==> src/rtl/vliw_pkg.sv <==
// Shared constants and FSM state encoding for the VLIW program loader.
// The CHECK state exists only when VLIW_LOADER_CHECKSUM_EN is defined.
package vliw_pkg;

  localparam int VLIW_ADDR_W  = 9;
  localparam int VLIW_DATA_W  = 72;
  localparam int BEAT_W       = 16;
  localparam int BEATS        = 5;
  localparam int BEAT_IDX_W   = 3;

  // Explicit encodings keep RUN/ERROR stable whether or not CHECK is built.
  typedef enum logic [2:0] {
    IDLE    = 3'd0,
    COLLECT = 3'd1,
    WRITE   = 3'd2,
`ifdef VLIW_LOADER_CHECKSUM_EN
    CHECK   = 3'd3,
`endif
    RUN     = 3'd4,
    ERROR   = 3'd5
  } state_t;

endpackage

==> src/rtl/vliw_program_loader_if.sv <==
// Host beat bus of the VLIW program loader.
// Handshake: a beat transfers on a rising clock edge where host_valid and
// host_ready are both high; host_data/host_last must be stable while
// host_valid is high, and host_valid may drop at any time (stalls are legal).
interface vliw_program_loader_if;
  logic [15:0] host_data;
  logic        host_valid;
  logic        host_ready;
  logic        host_last;

  modport master (output host_data, output host_valid, output host_last,
                  input  host_ready);
  modport slave  (input  host_data, input  host_valid, input  host_last,
                  output host_ready);
endinterface

==> src/rtl/vliw_word_assembler.sv <==
// Collects five 16-bit beats into one 72-bit VLIW word.
// Beat 0 lands in [15:0] ... beat 3 in [63:48]; beat 4 contributes only its
// low byte to [71:64]. word_ready is high in the cycle beat 4 is accepted.
module vliw_word_assembler
  import vliw_pkg::*;
(
  input  logic                  clk,
  input  logic                  rst_n,
  input  logic                  i_clear,
  input  logic                  i_beat_valid,
  input  logic [BEAT_W-1:0]     i_beat,
  output logic [VLIW_DATA_W-1:0] o_word,
  output logic [BEAT_IDX_W-1:0] o_beat_idx,
  output logic                  o_word_ready
);

  localparam logic [BEAT_IDX_W-1:0] LAST_IDX = BEAT_IDX_W'(BEATS - 1);

  logic [VLIW_DATA_W-1:0] r_word;
  logic [BEAT_IDX_W-1:0]  r_idx;

  assign o_word_ready = i_beat_valid && (r_idx == LAST_IDX);
  assign o_word       = r_word;
  assign o_beat_idx   = r_idx;

  // Place each accepted beat at its slot; the counter wraps after beat 4.
  always_ff @(posedge clk or negedge rst_n) begin
    if (!rst_n) begin
      r_word <= '0;
      r_idx  <= '0;
    end else if (i_clear) begin
      r_word <= '0;
      r_idx  <= '0;
    end else if (i_beat_valid) begin
      case (r_idx)
        3'd0:    r_word[15:0]  <= i_beat;
        3'd1:    r_word[31:16] <= i_beat;
        3'd2:    r_word[47:32] <= i_beat;
        3'd3:    r_word[63:48] <= i_beat;
        default: r_word[71:64] <= i_beat[7:0];
      endcase
      r_idx <= o_word_ready ? '0 : r_idx + BEAT_IDX_W'(1);
    end
  end

endmodule

==> src/rtl/vliw_program_loader.sv <==
// VLIW program loader: receives host beats, assembles 72-bit words, writes
// them to program memory and optionally starts the VLIW sequencer.
// Optional feature macro: VLIW_LOADER_CHECKSUM_EN adds a trailing 16-bit
// checksum beat verified in the CHECK state before the load completes.
module vliw_program_loader
  import vliw_pkg::*;
#(
  parameter int ADDR_W = VLIW_ADDR_W,
  parameter int DATA_W = VLIW_DATA_W
) (
  input  logic                 clock_200,
  input  logic                 reset_n,
  input  logic                 load_request,
  input  logic                 auto_start,
  vliw_program_loader_if.slave host,
  output logic                 write_enable,
  output logic [ADDR_W-1:0]    write_address,
  output logic [DATA_W-1:0]    write_data,
  output logic                 vliw_start,
  output logic                 load_done,
  output logic                 load_error,
  output logic [ADDR_W:0]      word_count,
  output state_t               o_dbg_state
);

  localparam logic [ADDR_W:0] CAPACITY = {1'b1, {ADDR_W{1'b0}}};

  state_t                r_state;
  state_t                w_next;
  logic [ADDR_W-1:0]     r_addr;
  logic [ADDR_W:0]       r_count;
  logic                  r_done;
  logic                  r_err;
  logic                  r_last;
  logic                  w_host_ready;
  logic                  w_accept;
  logic                  w_asm_valid;
  logic                  w_word_ready;
  logic [BEAT_IDX_W-1:0] w_beat_idx;
  logic [DATA_W-1:0]     w_word;
  logic                  w_set_done;
  logic                  w_set_err;
`ifdef VLIW_LOADER_CHECKSUM_EN
  logic [BEAT_W-1:0]     r_sum;
`endif

`ifdef VLIW_LOADER_CHECKSUM_EN
  assign w_host_ready = (r_state == COLLECT) || (r_state == CHECK);
`else
  assign w_host_ready = (r_state == COLLECT);
`endif
  // A beat coinciding with load_request is dropped together with the old load.
  assign w_accept    = host.host_valid && w_host_ready && !load_request;
  assign w_asm_valid = w_accept && (r_state == COLLECT);

  vliw_word_assembler u_asm (
    .clk          (clock_200),
    .rst_n        (reset_n),
    .i_clear      (load_request),
    .i_beat_valid (w_asm_valid),
    .i_beat       (host.host_data),
    .o_word       (w_word),
    .o_beat_idx   (w_beat_idx),
    .o_word_ready (w_word_ready)
  );

  // State register.
  always_ff @(posedge clock_200 or negedge reset_n) begin
    if (!reset_n) r_state <= IDLE;
    else          r_state <= w_next;
  end

  // Next-state logic and status set strobes.
  always_comb begin
    w_next     = r_state;
    w_set_done = 1'b0;
    w_set_err  = 1'b0;
    if (load_request) begin
      w_next = COLLECT;
    end else begin
      case (r_state)
        IDLE: ;
        COLLECT: begin
          if (w_accept) begin
            if ((w_beat_idx == '0) && (r_count == CAPACITY)) begin
              w_next    = ERROR;
              w_set_err = 1'b1;
            end else if (host.host_last && !w_word_ready) begin
              w_next    = ERROR;
              w_set_err = 1'b1;
            end else if (w_word_ready) begin
              w_next = WRITE;
            end
          end
        end
        WRITE: begin
          if (r_last) begin
`ifdef VLIW_LOADER_CHECKSUM_EN
            w_next = CHECK;
`else
            w_next     = auto_start ? RUN : IDLE;
            w_set_done = 1'b1;
`endif
          end else begin
            w_next = COLLECT;
          end
        end
`ifdef VLIW_LOADER_CHECKSUM_EN
        CHECK: begin
          if (w_accept) begin
            if (host.host_data == r_sum) begin
              w_next     = auto_start ? RUN : IDLE;
              w_set_done = 1'b1;
            end else begin
              w_next    = ERROR;
              w_set_err = 1'b1;
            end
          end
        end
`endif
        RUN:   ;
        ERROR: ;
        default: w_next = IDLE;
      endcase
    end
  end

  // Address, word count, status flags and checksum; load_request restarts all.
  always_ff @(posedge clock_200 or negedge reset_n) begin
    if (!reset_n) begin
      r_addr  <= '0;
      r_count <= '0;
      r_done  <= 1'b0;
      r_err   <= 1'b0;
      r_last  <= 1'b0;
`ifdef VLIW_LOADER_CHECKSUM_EN
      r_sum   <= '0;
`endif
    end else if (load_request) begin
      r_addr  <= '0;
      r_count <= '0;
      r_done  <= 1'b0;
      r_err   <= 1'b0;
      r_last  <= 1'b0;
`ifdef VLIW_LOADER_CHECKSUM_EN
      r_sum   <= '0;
`endif
    end else begin
      if (r_state == WRITE) begin
        r_addr  <= r_addr + ADDR_W'(1);
        r_count <= r_count + (ADDR_W+1)'(1);
      end
      if (w_word_ready) r_last <= host.host_last;
      if (w_set_done)   r_done <= 1'b1;
      if (w_set_err)    r_err  <= 1'b1;
`ifdef VLIW_LOADER_CHECKSUM_EN
      if (w_asm_valid)  r_sum  <= r_sum + host.host_data;
`endif
    end
  end

  // Outputs decode from registered state, so none can glitch out of reset.
  assign host.host_ready = w_host_ready;
  assign write_enable    = (r_state == WRITE);
  assign write_address   = r_addr;
  assign write_data      = w_word;
  assign vliw_start      = (r_state == RUN);
  assign load_done       = r_done;
  assign load_error      = r_err;
  assign word_count      = r_count;
  assign o_dbg_state     = r_state;

endmodule

==> src/flat_wrapper.sv <==
// flat-port wrapper written by rule: the top's interface ports become plain ports
module vliw_program_loader_flat import vliw_pkg::*;
#(
  parameter int ADDR_W = VLIW_ADDR_W,
  parameter int DATA_W = VLIW_DATA_W
)
  (clock_200, reset_n, load_request, auto_start, write_enable, write_address, write_data, vliw_start, load_done, load_error, word_count, o_dbg_state, host_host_data, host_host_valid, host_host_last, host_host_ready);
  vliw_program_loader_if host_i ();
  input  logic clock_200;
  input  logic reset_n;
  input  logic load_request;
  input  logic auto_start;
  output logic write_enable;
  output logic [ADDR_W-1:0] write_address;
  output logic [DATA_W-1:0] write_data;
  output logic vliw_start;
  output logic load_done;
  output logic load_error;
  output logic [ADDR_W:0] word_count;
  output state_t o_dbg_state;
  input wire logic [$bits(host_i.host_data)-1:0] host_host_data;
  input wire logic [$bits(host_i.host_valid)-1:0] host_host_valid;
  input wire logic [$bits(host_i.host_last)-1:0] host_host_last;
  output wire logic [$bits(host_i.host_ready)-1:0] host_host_ready;
  assign host_i.host_data = host_host_data;
  assign host_i.host_valid = host_host_valid;
  assign host_i.host_last = host_host_last;
  assign host_host_ready = host_i.host_ready;
  vliw_program_loader #(.ADDR_W(ADDR_W), .DATA_W(DATA_W)) u_core (.clock_200(clock_200), .reset_n(reset_n), .load_request(load_request), .auto_start(auto_start), .host(host_i), .write_enable(write_enable), .write_address(write_address), .write_data(write_data), .vliw_start(vliw_start), .load_done(load_done), .load_error(load_error), .word_count(word_count), .o_dbg_state(o_dbg_state));
endmodule
==> config.mk <==
export PLATFORM = sky130hd
export DESIGN_NAME = vliw_program_loader_flat
export DESIGN_NICKNAME = d
export VERILOG_FILES = /design/src/rtl/vliw_pkg.sv /design/src/rtl/vliw_program_loader_if.sv /design/src/rtl/vliw_word_assembler.sv /design/src/rtl/vliw_program_loader.sv /design/src/flat_wrapper.sv
export SDC_FILE = /design/constraint.sdc
export NUM_CORES = 1
export LEC_CHECK = 0
export ABC_CLOCK_PERIOD_IN_PS = 2100
export BUFFER_PORTS_ARGS = -buffer_cell sky130_fd_sc_hd__buf_2
export CAP_MARGIN = 20
export CORE_MARGIN = 8
export CORE_UTILIZATION = 47
export DETAILED_ROUTE_END_ITERATION = 12
export GPL_ROUTABILITY_DRIVEN = 0
export PLACE_DENSITY = 0.78
export SLEW_MARGIN = 15
export SYNTH_ARGS = -nofsm -noshare
export SYNTH_HDL_FRONTEND = slang
export SYNTH_HIERARCHICAL = 1
export SYNTH_SLANG_ARGS = --single-unit
==> constraint.sdc <==
create_clock -name clock_200 -period 2.1 [get_ports clock_200]
set_clock_uncertainty 0.15 [all_clocks]
set_input_delay 0 -clock clock_200 [delete_from_list [all_inputs] [get_ports clock_200]]
set_output_delay 0 -clock clock_200 [all_outputs]
set_load 0.01 [all_outputs]
==> run summary <==
Via density: 5.33
mux cell area share after synthesis: 1.42%
fraction of layout cells with a size suffix above 1: 30.5%
DRC: 0
Synth Area in Compound Gates: 14.2%
number of flops mapped to enable cells by yosys: 0
LEAKAGE: 2.79 nW
Finished Core Util: 62.3%
met2 wire len: 6450 um
most common cell in the synthesized netlist: nand2_1
P per Cell Area: 600 nW/um2
Total GRT Usage: 19.7%
Ys Warns: 6
CTS Buffer Depth: 2
post-synthesis adder-cell area fraction: 2.23%
RSZ-0062 raised after global routing: no
Buffers on Ports: 120
non-filler cells, final: 752
top post-synthesis cells by count: 139 x nand2_1, 100 x dfrtp_1, 80 x a21oi_1
Antenna Violating Nets Remaining: 0
FF+latch area: 2500 um2
top-level I/O count: 121
number of global-route vias before repair: 4,034
Critical Path Fanout Max: 7
Peak VDD IR: 342 uV
sequential element share of the synthesized area: 55.9%
Cells after Synth: 468
Max H-tree Level: 3
status: finished, final reports clean
DR WL met3: 994 um
routed wire length: 12,900 um
total power: 3.46 mW
dominant cell type by area after synthesis: dfrtp_1
CP most frequent cell: buf_4
Final period util: 96.5%
Fill cells: 741
placed cell area: 5330 um2
Rows: 35
max-cap violation count: 0
Die H: 114 um
mean post-synth cell area: 9.57 um2
postcts setup bufs: 0
critical path endpoint category: flip-flop
f_max: 494 MHz
hold slack: 0.00953 ns
Post-Syn Area: 4480 um2
worst-margin pin slew: 0.594 ns
CP required: 2.20 ns
CP Class: flip-flop to flip-flop
Area Overhead vs Synth: 28.5%
top area cells in the synthesized netlist: dfrtp_1 56%, nand2_1 12%, a21oi_1 8.9%
crit-path leading delay family: simple AND/OR/NAND/NOR gates
grt ovf: 0
Metal-1 WL: 5180 um
number of CTS-inserted buffers: 9
Hold/Removal Path Class: primary input to asynchronous set/reset pin
drt first pass iters: 7
Design Area, Final: 5760 um2
post-layout min period: 2.03 ns
final setup fails: 0
DR iter-0 viols: 318
initial core utilization: 48.5%
layout net count: 648
clk_lat worst skew: 0.36 ns
footprint of the multi-input gates: 1790 um2
FFs w/ async S/R, synth: 100%
Register-to-Register Path Depth: 5
Vias: 4,007
dpl hpwl: 9200 um
largest family of logic cells by synthesized area: simple AND/OR/NAND/NOR gates
clock root buffer: clkbuf_8
Net Count, Synth: 498
Reg clk slew, reported paths: 0.10 ns
Unique masters post-synth: 48
die area: 12,900 um2
core footprint: 9240 um2
post-synth top area share: 55.9%
# diodes: 0
Pins Over Slew Limit: 0
TritonCTS clock tree: yes
xor and xnor area share after synthesis: 0.391%
placed instance count: 715
Top Layer Used: met4
Post-Synth Simple-Gate Area: 21.2%
Critical Path Stages: 5
WP data arrival: 2.12 ns
WP buf/inv: 2
largest net degree at the start of global routing: 61
crit start category: flip-flop
Final Hold Fails: 0
max incr delay on CP: 0.40 ns
Seq cells post-synth: 100
Slew headroom: 60.4%
ys flop type: dfrtp_1
first-pass GRT wire length: 20,600 um
worst-path cell chain: buf_4 -> or3b_4 -> buf_4 -> nor4_2 -> mux2_2
initial antenna violation count: 0
Crit-path slowest cell: dfrtp_1
Sink Count: 100
Die Wd: 114 um
DR WL/cell: 17.2 um
-- cell families after synthesis --
group	Yosys count
AO/OA/AOI/OAI	107
XOR/XNOR	2
adder cells (fa/ha/maj)	8
buffers and inverters	42
flip-flops	100
multiplexers	6
AND/OR/NAND/NOR	203
-- per-stage QoR --
stage                     setup slack (ns)  TNS (ns)
after global routing                0.0136         0
after detailed placement           -0.0136   -0.0136
after floorplan                    0.00239         0
after global placement              0.0679         0
after CTS                           0.0186         0
final                               0.0737         0
-- per-layer routing --
| metal | global-route usage, % | vias to the layer above |
|---|---|---|
| met2 | 32.7 | 156 |
| met5 | 0 | - |
| met4 | 7.64 | 0 |
| li1 | - | 1884 |
| met1 | 24.7 | 1942 |
| met3 | 4.12 | 25 |
-- timing repair --
| item | 4_1_cts | 5_1_grt |
|---|---|---|
| hold buffers | 21 | 0 |
| endpoints found under the hold margin | 177 | 0 |
| gates resized for setup | 1 | 9 |
| setup endpoints to repair | 5 | 38 |
-- registers in the layout, indices dropped and copies added, names as in the netlist --
signal and count:
u_core/load_error 1, u_core/u_asm/o_beat_idx 3, u_core/u_asm/o_word 72, u_core/word_count 10
u_core/o_dbg_state 3, u_core/load_done 1, u_core/write_address 9, u_core/r_last 1
-- worst register-to-register path, cell delays in order (launching register included) --
cell and delay [ns]:
dfrtp_1 0.40, buf_4 0.16, or3b_4 0.39, buf_4 0.17
nor4_2 0.28, mux2_2 0.36
-- report_power, final --
group	switching [mW]	internal, mW
Clock	0.705	0.446
Sequential	0.0186	1.95
Combinational	0.206	0.126
-- worst paths after layout --
path / startpoint / endpoint / slack (ns)
worst max-delay path: u_core/o_dbg_state[2] / u_core/word_count[9] / 0.07
worst min-delay path: reset_n / u_core/word_count[3] / 0.01
worst max register to register: u_core/o_dbg_state[2] / u_core/word_count[9] / 0.07
worst min register to register: u_core/u_asm/o_word[66] / u_core/u_asm/o_word[66] / 0.37
max in group asynchronous: reset_n / u_core/u_asm/o_word[66] / 1.09
min in group clock_200: host_host_data[8] / u_core/u_asm/o_word[8] / 0.30
-- layout by cell type (no fill, tap or decap), drive strengths merged, types with 3 or more instances in the layout --
cell,synthesis,final
o21ai,5,5
nor2b,3,3
nand2,139,139
dfrtp,100,100
clkinvlp,0,3
mux2i,3,3
nand2b,3,3
ha,8,8
nor2,11,11
and3b,3,3
a22o,8,8
dlygate4sd3,0,21
or4,6,6
clkbuf,11,9
nand4,4,4
buf,17,146
nor4b,3,3
nand3,7,7
mux2,3,3
or3,5,5
inv,13,16
o31ai,6,6
nor4,4,4
nor3b,3,3
nand3b,3,3
a21oi,80,80
-- final cells by class --
| cell class | instances | area share [%] |
|---|---|---|
| sequential | 100 | 43.5 |
| multi-input combinational | 326 | 31.1 |
| timing repair buffer | 167 | 18.5 |
| tap | 129 | 2.80 |
| clock buffer | 9 | 2.15 |
| clock inverter | 7 | 0.978 |
| inverter | 14 | 0.956 |
(Power assumes the default switching activity.)
